## src/rtl/uart_rx_frame_ctrl.sv

```systemverilog
// Frame sequencer behind the UART receiver: sync hunt, DEPTH-byte assembly, valid/ready output.
// Define UART_FRAME_CSUM_EN to require a trailing modulo-2^WIDTH checksum byte per frame.
module uart_rx_frame_ctrl #(
    parameter int unsigned      WIDTH       = 8,
    parameter int unsigned      DEPTH       = 4,
    parameter logic [WIDTH-1:0] SYNC_BYTE   = 8'hA5,
    parameter int unsigned      TIMEOUT_CYC = 1000
) (
    input  logic                   clk,
    input  logic                   arstn,
    input  logic                   i_rx_valid,
    input  logic [WIDTH-1:0]       i_rx_data,
    output logic                   o_frm_valid,
    input  logic                   i_frm_ready,
    output logic [DEPTH*WIDTH-1:0] o_frm_data,
    output logic                   o_busy,
    output logic                   o_err_timeout,
    output logic                   o_err_csum,
    output logic [7:0]             o_drop_cnt
);

    // state   | meaning
    // IDLE    | hunting for SYNC_BYTE
    // COLLECT | storing payload bytes at r_idx
    // CSUM    | waiting for the trailing checksum byte (checksum build only)
    // HOLD    | frame presented, waiting for i_frm_ready

    localparam int unsigned IDX_W = (DEPTH > 1) ? $clog2(DEPTH) : 1;
    localparam int unsigned TMO_W = $clog2(TIMEOUT_CYC);

    typedef enum logic [1:0] {
        ST_IDLE    = 2'd0,
        ST_COLLECT = 2'd1,
        ST_HOLD    = 2'd2
`ifdef UART_FRAME_CSUM_EN
        , ST_CSUM  = 2'd3
`endif
    } state_t;

    state_t                 r_state;
    state_t                 w_state_nxt;
    logic [IDX_W-1:0]       r_idx;
    logic [TMO_W-1:0]       r_tmo_cnt;
    logic [TMO_W-1:0]       w_tmo_nxt;
    logic [DEPTH*WIDTH-1:0] r_frm_data;
    logic [7:0]             r_drop_cnt;
    logic                   r_err_timeout;
    logic                   r_err_csum;
    logic                   w_store;
    logic                   w_last;
    logic                   w_tmo_hit;
    logic                   w_timeout;
    logic                   w_csum_bad;
    logic                   w_drop;
`ifdef UART_FRAME_CSUM_EN
    logic [WIDTH-1:0]       r_sum;
`endif

    always_ff @(posedge clk or negedge arstn) begin
        if (!arstn) begin
            r_state <= ST_IDLE;
        end else begin
            r_state <= w_state_nxt;
        end
    end

    always_comb begin
        w_state_nxt = r_state;
        w_store     = 1'b0;
        w_timeout   = 1'b0;
        w_csum_bad  = 1'b0;
        w_drop      = 1'b0;
        w_tmo_nxt   = '0;
        w_last      = (r_idx == IDX_W'(DEPTH - 1));
        w_tmo_hit   = (r_tmo_cnt == TMO_W'(TIMEOUT_CYC - 1));
        case (r_state)
            ST_IDLE: begin
                if (i_rx_valid && (i_rx_data == SYNC_BYTE)) begin
                    w_state_nxt = ST_COLLECT;
                end
            end
            ST_COLLECT: begin
                // an arriving byte always beats a simultaneous expiry
                if (i_rx_valid) begin
                    w_store = 1'b1;
                    if (w_last) begin
`ifdef UART_FRAME_CSUM_EN
                        w_state_nxt = ST_CSUM;
`else
                        w_state_nxt = ST_HOLD;
`endif
                    end
                end else if (w_tmo_hit) begin
                    w_timeout   = 1'b1;
                    w_state_nxt = ST_IDLE;
                end else begin
                    w_tmo_nxt = r_tmo_cnt + TMO_W'(1);
                end
            end
`ifdef UART_FRAME_CSUM_EN
            ST_CSUM: begin
                if (i_rx_valid) begin
                    if (i_rx_data == r_sum) begin
                        w_state_nxt = ST_HOLD;
                    end else begin
                        w_csum_bad  = 1'b1;
                        w_state_nxt = ST_IDLE;
                    end
                end else if (w_tmo_hit) begin
                    w_timeout   = 1'b1;
                    w_state_nxt = ST_IDLE;
                end else begin
                    w_tmo_nxt = r_tmo_cnt + TMO_W'(1);
                end
            end
`endif
            ST_HOLD: begin
                w_drop = i_rx_valid;
                if (i_frm_ready) begin
                    w_state_nxt = ST_IDLE;
                end
            end
            default: begin
                w_state_nxt = ST_IDLE;
            end
        endcase
    end

    always_ff @(posedge clk or negedge arstn) begin
        if (!arstn) begin
            r_idx         <= '0;
            r_tmo_cnt     <= '0;
            r_frm_data    <= '0;
            r_drop_cnt    <= 8'd0;
            r_err_timeout <= 1'b0;
            r_err_csum    <= 1'b0;
        end else begin
            r_tmo_cnt     <= w_tmo_nxt;
            r_err_timeout <= w_timeout;
            r_err_csum    <= w_csum_bad;
            if (w_store) begin
                r_idx <= w_last ? '0 : r_idx + IDX_W'(1);
            end else if (w_timeout) begin
                r_idx <= '0;
            end
            for (int k = 0; k < DEPTH; k++) begin
                if (w_store && (r_idx == IDX_W'(k))) begin
                    r_frm_data[k*WIDTH +: WIDTH] <= i_rx_data;
                end
            end
            if (w_drop && (r_drop_cnt != 8'hFF)) begin
                r_drop_cnt <= r_drop_cnt + 8'd1;
            end
        end
    end

`ifdef UART_FRAME_CSUM_EN
    // running sum restarts every time the hunt restarts
    always_ff @(posedge clk or negedge arstn) begin
        if (!arstn) begin
            r_sum <= '0;
        end else if (r_state == ST_IDLE) begin
            r_sum <= '0;
        end else if (w_store) begin
            r_sum <= r_sum + i_rx_data;
        end
    end
    assign o_err_csum = r_err_csum;
`else
    assign o_err_csum = 1'b0;
`endif

    assign o_frm_valid   = (r_state == ST_HOLD);
    assign o_busy        = (r_state != ST_IDLE);
    assign o_frm_data    = r_frm_data;
    assign o_err_timeout = r_err_timeout;
    assign o_drop_cnt    = r_drop_cnt;

endmodule
```

## config.mk

```make
export PLATFORM = sky130hd
export DESIGN_NAME = uart_rx_frame_ctrl
export DESIGN_NICKNAME = d
export VERILOG_FILES = /design/src/rtl/uart_rx_frame_ctrl.sv
export SDC_FILE = /design/constraint.sdc
export NUM_CORES = 1
export LEC_CHECK = 0
export CORE_MARGIN = 2
export CORE_UTILIZATION = 50
export CTS_BUF_LIST = sky130_fd_sc_hd__clkbuf_4
export DETAILED_ROUTE_END_ITERATION = 6
export MAX_ROUTING_LAYER = met4
export PLACE_DENSITY = 0.8
export SLEW_MARGIN = 20
export SYNTH_ARGS = -nofsm -noshare
export SYNTH_HDL_FRONTEND = slang
export SYNTH_SLANG_ARGS = --single-unit
```

## constraint.sdc

```tcl
create_clock -name clk -period 2.1 [get_ports clk]
set_input_delay 0.315 -clock clk [delete_from_list [all_inputs] [get_ports clk]]
set_output_delay 0.315 -clock clk [all_outputs]
set_load 0.005 [all_outputs]
```

# Word-level counts from Yosys, hierarchy flattened
# Cells that the tools add are included.
classes:
  add_sub_neg: 3
  eq_ne: 12
  muxes: 18
  n_reduce_logical: 11
ops:
  columns: ["cell", "count"]
  rows:
  - ["10-bit two-way mux", 3]
  - ["2-bit two-way mux", 8]
  - ["10-bit by 1-bit adder with 10-bit output (second input constant)", 1]
  - ["10-bit == test (second input constant)", 1]
  - ["8-bit by 1-bit adder with 8-bit output (second input constant)", 1]
  - ["8-bit == test (second input constant)", 1]
  - ["8-bit != test (second input constant)", 1]
  - ["2-bit == test (second input constant)", 3]
  - ["1-bit logical AND", 6]
  - ["1-bit two-way mux", 6]
  - ["3-bit != test (second input constant)", 2]
  - ["2-bit case mux with 3 select lines", 1]
  - ["2-bit by 1-bit == test with 1-bit output (second input constant)", 2]
  - ["2-bit zero test", 2]
  - ["4-bit AND reduction", 1]
  - ["2-bit nonzero test", 2]
  - ["2-bit by 1-bit adder with 2-bit output (second input constant)", 1]
  - ["2-bit by 1-bit != test with 1-bit output (second input constant)", 1]
  - ["2-bit != test (second input constant)", 1]
word_totals:
  ff_bits: 55
  output_inout_bits: 44

# Longest topological paths before layout
# Gate-level depths: netlist of the first run.
depth:
  depth_word: 6
  mapped_depth: 6
  mapped_depth_nobuf: 5

# Least setup slack after synthesis of the first run
# OpenSTA, ideal clock, no wires.
synth_path:
  path_type: "register to register"
  from: "reg r_tmo_cnt[0]"
  to: "reg r_state[0]"
  arrival_time_ns: 1.384
  slack_ns: 0.588
  path_stages_with_launch: 7
  n_path_buf: 1
  period_less_slack_ns: 1.512
  path_cell_list: "dfrtp_1 ha_1 nand2_1 or4_4 nand2b_2 buf_6 o211ai_2"
synth_between:
  elab_chain_cells: 3
synth_lines:
  columns: ["item", "line", "source"]
  rows:
  - ["from (decl)", "43", "logic [TMO_W-1:0] r_tmo_cnt;"]
  - ["from (signal assigned)", "138", "r_tmo_cnt <= w_tmo_nxt;"]
  - ["10-bit == test", "75", "w_tmo_hit = (r_tmo_cnt == TMO_W'(TIMEOUT_CYC - 1));"]
  - ["3-bit != test (no source line)", null, null]
  - ["4-bit AND reduction (no source line)", null, null]
  - ["to (signal assigned)", "63", "r_state <= w_state_nxt;"]
  - ["to (decl)", "40", "state_t r_state;"]
# Every way passes these cells.
# A chain may end at the register's enable or synchronous reset.

# Worst setup path in the final report of the first run
layout_path:
  from: "reg r_state[0]"
  to: "out o_frm_valid"
layout_between:
  elab_chain_cells: 1
layout_lines:
  columns: ["item", "line", "source"]
  rows:
  - ["2-bit == test", "173", "assign o_frm_valid = (r_state == ST_HOLD);"]
  - ["to (decl)", "13", "output logic o_frm_valid,"]
# Every way passes these cells.

==> flow_summary.ini, run 1 <==
[timing]
tightestPinTransition_ns = 0.539
max_freq_ghz = 0.525
final_hold_viol_count = 0
rsz0062_at_grt = false
period_minus_slack_ns = 1.90
finClkSkew_ns = 0.00397
whs_ns = 0.449
finalSetupViolations = 0
slew_viol_final = 0
period_share_pct = 90.7
slew_headroom_pct = 64.1
fin_setup_tns_ns = 0

[routing]
first_pass_iters = 4
vias_per_cell = 5.17
drt_iter0_markers = 79
drc = 0
ant_nets = 0
vias = 1525
wirelength_um = 4380
wl_per_cell_um = 14.8

[power]
ir_drop_mv = 0.568
switching_share_pct = 24.8
clock_power_share_pct = 21.8
power.leakage_nw = 1.42
p_comb_share_pct = 26.1
internal-power_w = 0.00192
powerDensity_nw_per_um2 = 839
power_switching_w = 0.000635
power_frac_seq_pct = 52.1

[die]
die_w_um = 72.6
initial_core_util_pct = 53.0
core_sq_um = 4440
rows = 24
dieArea_sq_um = 5270
num_io_pins = 56
die_h_um = 72.6

[synthesis]
ys_seq_area_share_pct = 58.4
synthCells = 181
yosysWarnings = 0
ys_types = 29
synth_nets = 199
avgSynthCellArea_sq_um = 13.0
syn_area_sq_um = 2350
ys_ff_latch = 55

[clock_tree]
cts_hold_buf = 1
cts_buffer_depth = 2
cts.sinks = 55
clock_latency_ns = 0.37
clk_pin_slew_ns = 0.14
cts.repair.resized = 0
cts_tree = yes
root_buffer = clkbuf_4
cts-buffers-inserted = 5
cts_setup_buffers = 0
htreeDepth = 2

[critical_path]
critPathLaunchType = register
cp_max_fo = 3
r2r_cells = 5
criticalPathCategory = register to primary output
worstPathArrival_ns = 1.59
regToRegEndpoint = r_state[0]$_DFFE_PN0P_
rrSetupSlack_ns = 0.45
end_kind = primary output
required_ns = 1.78
r2r_start = r_tmo_cnt[0]$_DFF_PN0_

[layout]
layout-drive-gt1-share_pct = 22.2
syn_to_final_growth_pct = 29.3
final_util_pct = 68.5
n_fill_cell = 341
nNetsFinal = 260
diodes = 0

[placed_design]
dpl.hpwl_um = 3170
io_buffers = 54
gp_congestion = 0.803

[hold_path]
hp-class = input port to async pin

[global_routing]
antenna_found_initial = 0
grt_pass1_vias = 1531
grt_start_max_net_pins = 33
groute.usage.overall_pct = 19.1
gr-total-overflow = 0
grt_pass1_wl_um = 7450

[flow_run]
maxCapViolCount = 0

[run_status]
outcome = finished, final reports clean
==> logic make-up after synthesis <==
group                      Yosys count  synth area share (%)
and+or+nand+nor                     55                  12.5
xor gates and xnor gates            15                  5.58
adders and majority gates            6                  3.19
AOI/OAI and AO/OA                    6                  2.18
other                                1                 0.159
DFF                                 55                  58.4
muxes                               33                  15.8
buffers and inverters               10                  2.13
==> power by group through the flow <==
stage	Sequential (W)	Combinational [W]	Clock [W]
floorplan	0.00136	0.000239	0
global placement	0.00135	0.000658	0
detailed placement	0.00135	0.000672	0
CTS	0.00133	0.000679	0.000586
global route	0.00135	0.000732	0.000618
finish	0.00133	0.000668	0.000557
==> flip-flops by register name, summed over array words and instances (netlist names) <==
register,count
r_idx,2
o_err_timeout,1
o_drop_cnt,8
o_frm_data,32
r_tmo_cnt,10
r_state,2
==> through the flow <==
step,instance area (sq um),std cells,worst slack (ns),power (W)
global route,3050,295,0.117,0.00270
global placement,2960,286,0.248,0.00201
finish,3050,295,0.196,0.00256
detailed placement,2960,286,0.231,0.00202
CTS,3050,295,0.178,0.00260
floorplan,2350,181,0.588,0.00159
==> worst max path at each step <==
stage,startpoint,end,slack (ns),depth (start not counted)
after detailed placement,i_rx_data[6],r_state[0]$_DFFE_PN0P_,0.23,5
after global routing,r_state[0]$_DFFE_PN0P_,o_frm_valid,0.12,2
final,r_state[0]$_DFFE_PN0P_,o_frm_valid,0.20,2
after global placement,i_rx_data[2],r_state[0]$_DFFE_PN0P_,0.25,5
after CTS,r_state[0]$_DFFE_PN0P_,o_frm_valid,0.18,2
after floorplan,r_tmo_cnt[0]$_DFF_PN0_,r_state[0]$_DFFE_PN0P_,0.59,6
==> Yosys cell counts <==
| cell | number | share of area, % |
|---|---|---|
| or4_4 | 1 | 0.48 |
| dfrtp_1 | 55 | 58 |
| nand2_1 | 6 | 0.96 |
| mux2_2 | 33 | 16 |
| buf_4 | 1 | 0.32 |
| xnor2_1 | 7 | 2.6 |
| nor2_1 | 16 | 2.6 |
| conb_1 | 1 | 0.16 |
| nand2b_2 | 1 | 0.37 |
| ha_1 | 6 | 3.2 |
| and2_1 | 1 | 0.27 |
| nor2b_1 | 2 | 0.53 |
| nor3_1 | 9 | 1.9 |
| xor2_1 | 8 | 3.0 |
| inv_1 | 7 | 1.1 |
| buf_2 | 1 | 0.21 |
| o211ai_2 | 2 | 1.1 |
| a22o_1 | 1 | 0.37 |
| and4bb_2 | 1 | 0.53 |
| buf_6 | 1 | 0.48 |
| nand4_2 | 1 | 0.53 |
| o21ai_0 | 2 | 0.43 |
| a21o_1 | 1 | 0.32 |
| nand2b_1 | 2 | 0.53 |
| nand2_2 | 4 | 1.1 |
| nand4_1 | 2 | 0.53 |
| or3b_2 | 1 | 0.37 |
| nand3_1 | 7 | 1.5 |
| or4b_1 | 1 | 0.43 |
==> worst max-delay path: stages (launching register included) <==
cell,delay (ns)
dfrtp_1,0.41
nor2b_1,0.26
clkdlybuf4s50_1,0.56
==> placed cells by master, fill, tap and decap left out, types with 2 or more instances in the layout <==
cell type,instances
nand2_2,4
ha_1,6
nor3_1,9
nand4_1,2
nand2_1,6
o21ai_0,2
xnor2_1,7
clkbuf_4,5
mux2_2,33
nor2b_1,2
xor2_1,8
nand2b_1,2
clkdlybuf4s50_1,53
o211ai_2,2
inv_1,7
nand3_1,7
dfrtp_1,55
nor2_1,16
==> metal layers <==
metal  global-route usage, %  routed length (um)  vias to the layer above
li1                        -                   -                      732
met1                    25.4                2010                      746
met5                       -                   0                        -
met2                    28.0                2070                       43
met4                    4.94                  18                        0
met3                    6.91                 281                        4
==> cell type report <==
class / instances / area, sq um / area share (%)
sequential: 55 / 1380 / 45.2
multi-input combinational: 116 / 928 / 30.5
timing repair buffer: 57 / 573 / 18.8
tap: 52 / 65.1 / 2.14
clock inverter: 3 / 38.8 / 1.27
clock buffer: 5 / 37.5 / 1.23
inverter: 7 / 26.3 / 0.863
Note: power is estimated with default switching activity, not from simulation.
==> run 2, diff against run 1 <==
--- a/config.mk
+++ b/config.mk
@@ -6,11 +6,11 @@
 export NUM_CORES = 1
 export LEC_CHECK = 0
 export CORE_MARGIN = 2
-export CORE_UTILIZATION = 50
+export CORE_UTILIZATION = 51
 export CTS_BUF_LIST = sky130_fd_sc_hd__clkbuf_4
 export DETAILED_ROUTE_END_ITERATION = 6
 export MAX_ROUTING_LAYER = met4
-export PLACE_DENSITY = 0.8
+export PLACE_DENSITY = 0.82
 export SLEW_MARGIN = 20
 export SYNTH_ARGS = -nofsm -noshare
 export SYNTH_HDL_FRONTEND = slang
==> constraint.sdc (replaced) <==
create_clock -name clk -period 1.8 [get_ports clk]
set_input_delay 0.27 -clock clk [delete_from_list [all_inputs] [get_ports clk]]
set_output_delay 0.27 -clock clk [all_outputs]
set_load 0.005 [all_outputs]
==> flow_summary.ini, run 2 (synthesized netlist as in run 1, its figures left out) <==
[layout]
layout-drive-gt1-share_pct = 26.0
fin_area_sq_um = 3110
nNetsFinal = 267
most-common-layout-cells = 55 x dfrtp_1, 52 x clkdlybuf4s50_1, 33 x mux2_2
largest_reg_flops = 32
syn_to_final_growth_pct = 32.2
final_common_cell = dfrtp_1
diodes = 0
n_fill_cell = 321

[global_routing]
groute.usage.overall_pct = 19.7
gr-total-overflow = 0
grt_start_max_net_pins = 40
grt_pass1_wl_um = 7620
antenna_found_initial = 0
grt_pass1_vias = 1592

[power]
finalPower_w = 0.00302
power.leakage_nw = 1.46
powerDensity_nw_per_um2 = 970
ir_drop_mv = 0.675

[routing]
drt_iter0_markers = 78
wirelength_um = 4600
wl_per_cell_um = 15.2
vias = 1574
ant_nets = 0
drc = 0
vias_per_cell = 5.21
first_pass_iters = 4

[timing]
slew_viol_final = 0
max_freq_ghz = 0.579
period_minus_slack_ns = 1.73
finClkSkew_ns = 0.0145
final_hold_viol_count = 0
finalSetupViolations = 0
setup_slack_ns = 0.0738
fin_setup_tns_ns = 0
period_share_pct = 95.9

[critical_path]
cp-startpoint = r_state[0]$_DFFE_PN0P_
rrSetupSlack_ns = 0.14
critPathLaunchType = register
worstPathArrival_ns = 1.46
criticalPathCategory = register to primary output
required_ns = 1.53
end_kind = primary output
r2r_cells = 5
cp_max_fo = 3
r2r_start = r_tmo_cnt[0]$_DFF_PN0_
regToRegEndpoint = r_state[0]$_DFFE_PN0P_

[die]
die_h_um = 72.0
num_io_pins = 56
rows = 24
dieArea_sq_um = 5180
initial_core_util_pct = 53.3
die_w_um = 72.0
core_sq_um = 4410

[clock_tree]
htreeDepth = 2
cts-buffers-inserted = 5
clk_pin_slew_ns = 0.16
cts_buffer_depth = 2
cts_tree = yes
root_buffer = clkbuf_4
cts.sinks = 55
clock_latency_ns = 0.37

[placed_design]
gp_congestion = 0.840
place_ws_ns = 0.0124
place_area_sq_um = 3000
dpl.hpwl_um = 3320
io_buffers = 54

[run_status]
outcome = finished, final reports clean

[hold_path]
hp-class = input port to async pin

[flow_run]
maxCapViolCount = 0
run 2: final cells by class:
cell class / instances / area [sq um] / share of cell area (%)
well taps: 52 / 65.1 / 2.09
flip-flops and latches: 55 / 1380 / 44.2
multi-input cells: 116 / 940 / 30.2
inverters: 7 / 26.3 / 0.844
clock inverters: 3 / 43.8 / 1.41
repair buffers: 64 / 624 / 20.1
clock buffers: 5 / 37.5 / 1.21
run 2: worst max-delay path by stage:
stage / slack, ns / to / depth (start not counted)
global placement: 0.04 / r_state[0]$_DFFE_PN0P_ / 5
finish: 0.07 / o_busy / 3
detailed placement: 0.01 / r_state[0]$_DFFE_PN0P_ / 5
global route: -0.01 / o_busy / 3
floorplan: 0.29 / r_state[0]$_DFFE_PN0P_ / 6
CTS: 0.002 / o_busy / 3
run 2: worst max-delay path, cell delays in order (launching register included):
cell and delay [ns]:
dfrtp_1 0.46, nor2_2 0.13, inv_1 0.07, clkdlybuf4s50_1 0.44
run 2: repair_timing:
item	in CTS	in global routing
hold endpoints to repair	16	0
pin swaps	0	1
endpoints found under the setup margin	1	7
hold buffers	1	0
setup buffers	0	1
resized for setup	4	1
run 2: stage by stage:
stage | utilization, % | cells | hold WS, ns
6_report | 70.5 | 302 | 0.337
5_1_grt | 70.5 | 302 | 0.345
4_1_cts | 70.3 | 301 | 0.334
3_5_place_dp | 68.1 | 292 | 0.223
3_3_place_gp | 68.1 | 292 | 0.218
2_1_floorplan | - | 181 | -0.0256
run 2: report_power, final:
group | switching (W) | internal [W] | leakage [nW]
clock network | 0.000373 | 0.000293 | 0.0452
registers | 0.000119 | 0.00144 | 0.753
logic | 0.000265 | 0.000534 | 0.665
run 2: layer usage:
layer | vias up | share of wire [%] | track usage (%)
met4 | 0 | 0.20 | 3.77
met1 | 777 | 44 | 25.9
li1 | 751 | - | -
met2 | 44 | 49 | 30.7
met5 | - | 0 | -
met3 | 2 | 6.9 | 6.53
==> run 3, diff against run 2 <==
--- a/config.mk
+++ b/config.mk
@@ -9,6 +9,7 @@
 export CORE_UTILIZATION = 51
 export CTS_BUF_LIST = sky130_fd_sc_hd__clkbuf_4
 export DETAILED_ROUTE_END_ITERATION = 6
+export GPL_ROUTABILITY_DRIVEN = 1
 export MAX_ROUTING_LAYER = met4
 export PLACE_DENSITY = 0.82
 export SLEW_MARGIN = 20
==> results of run 3 <==
Final layout, timing and power as in run 2 (identical DEF).
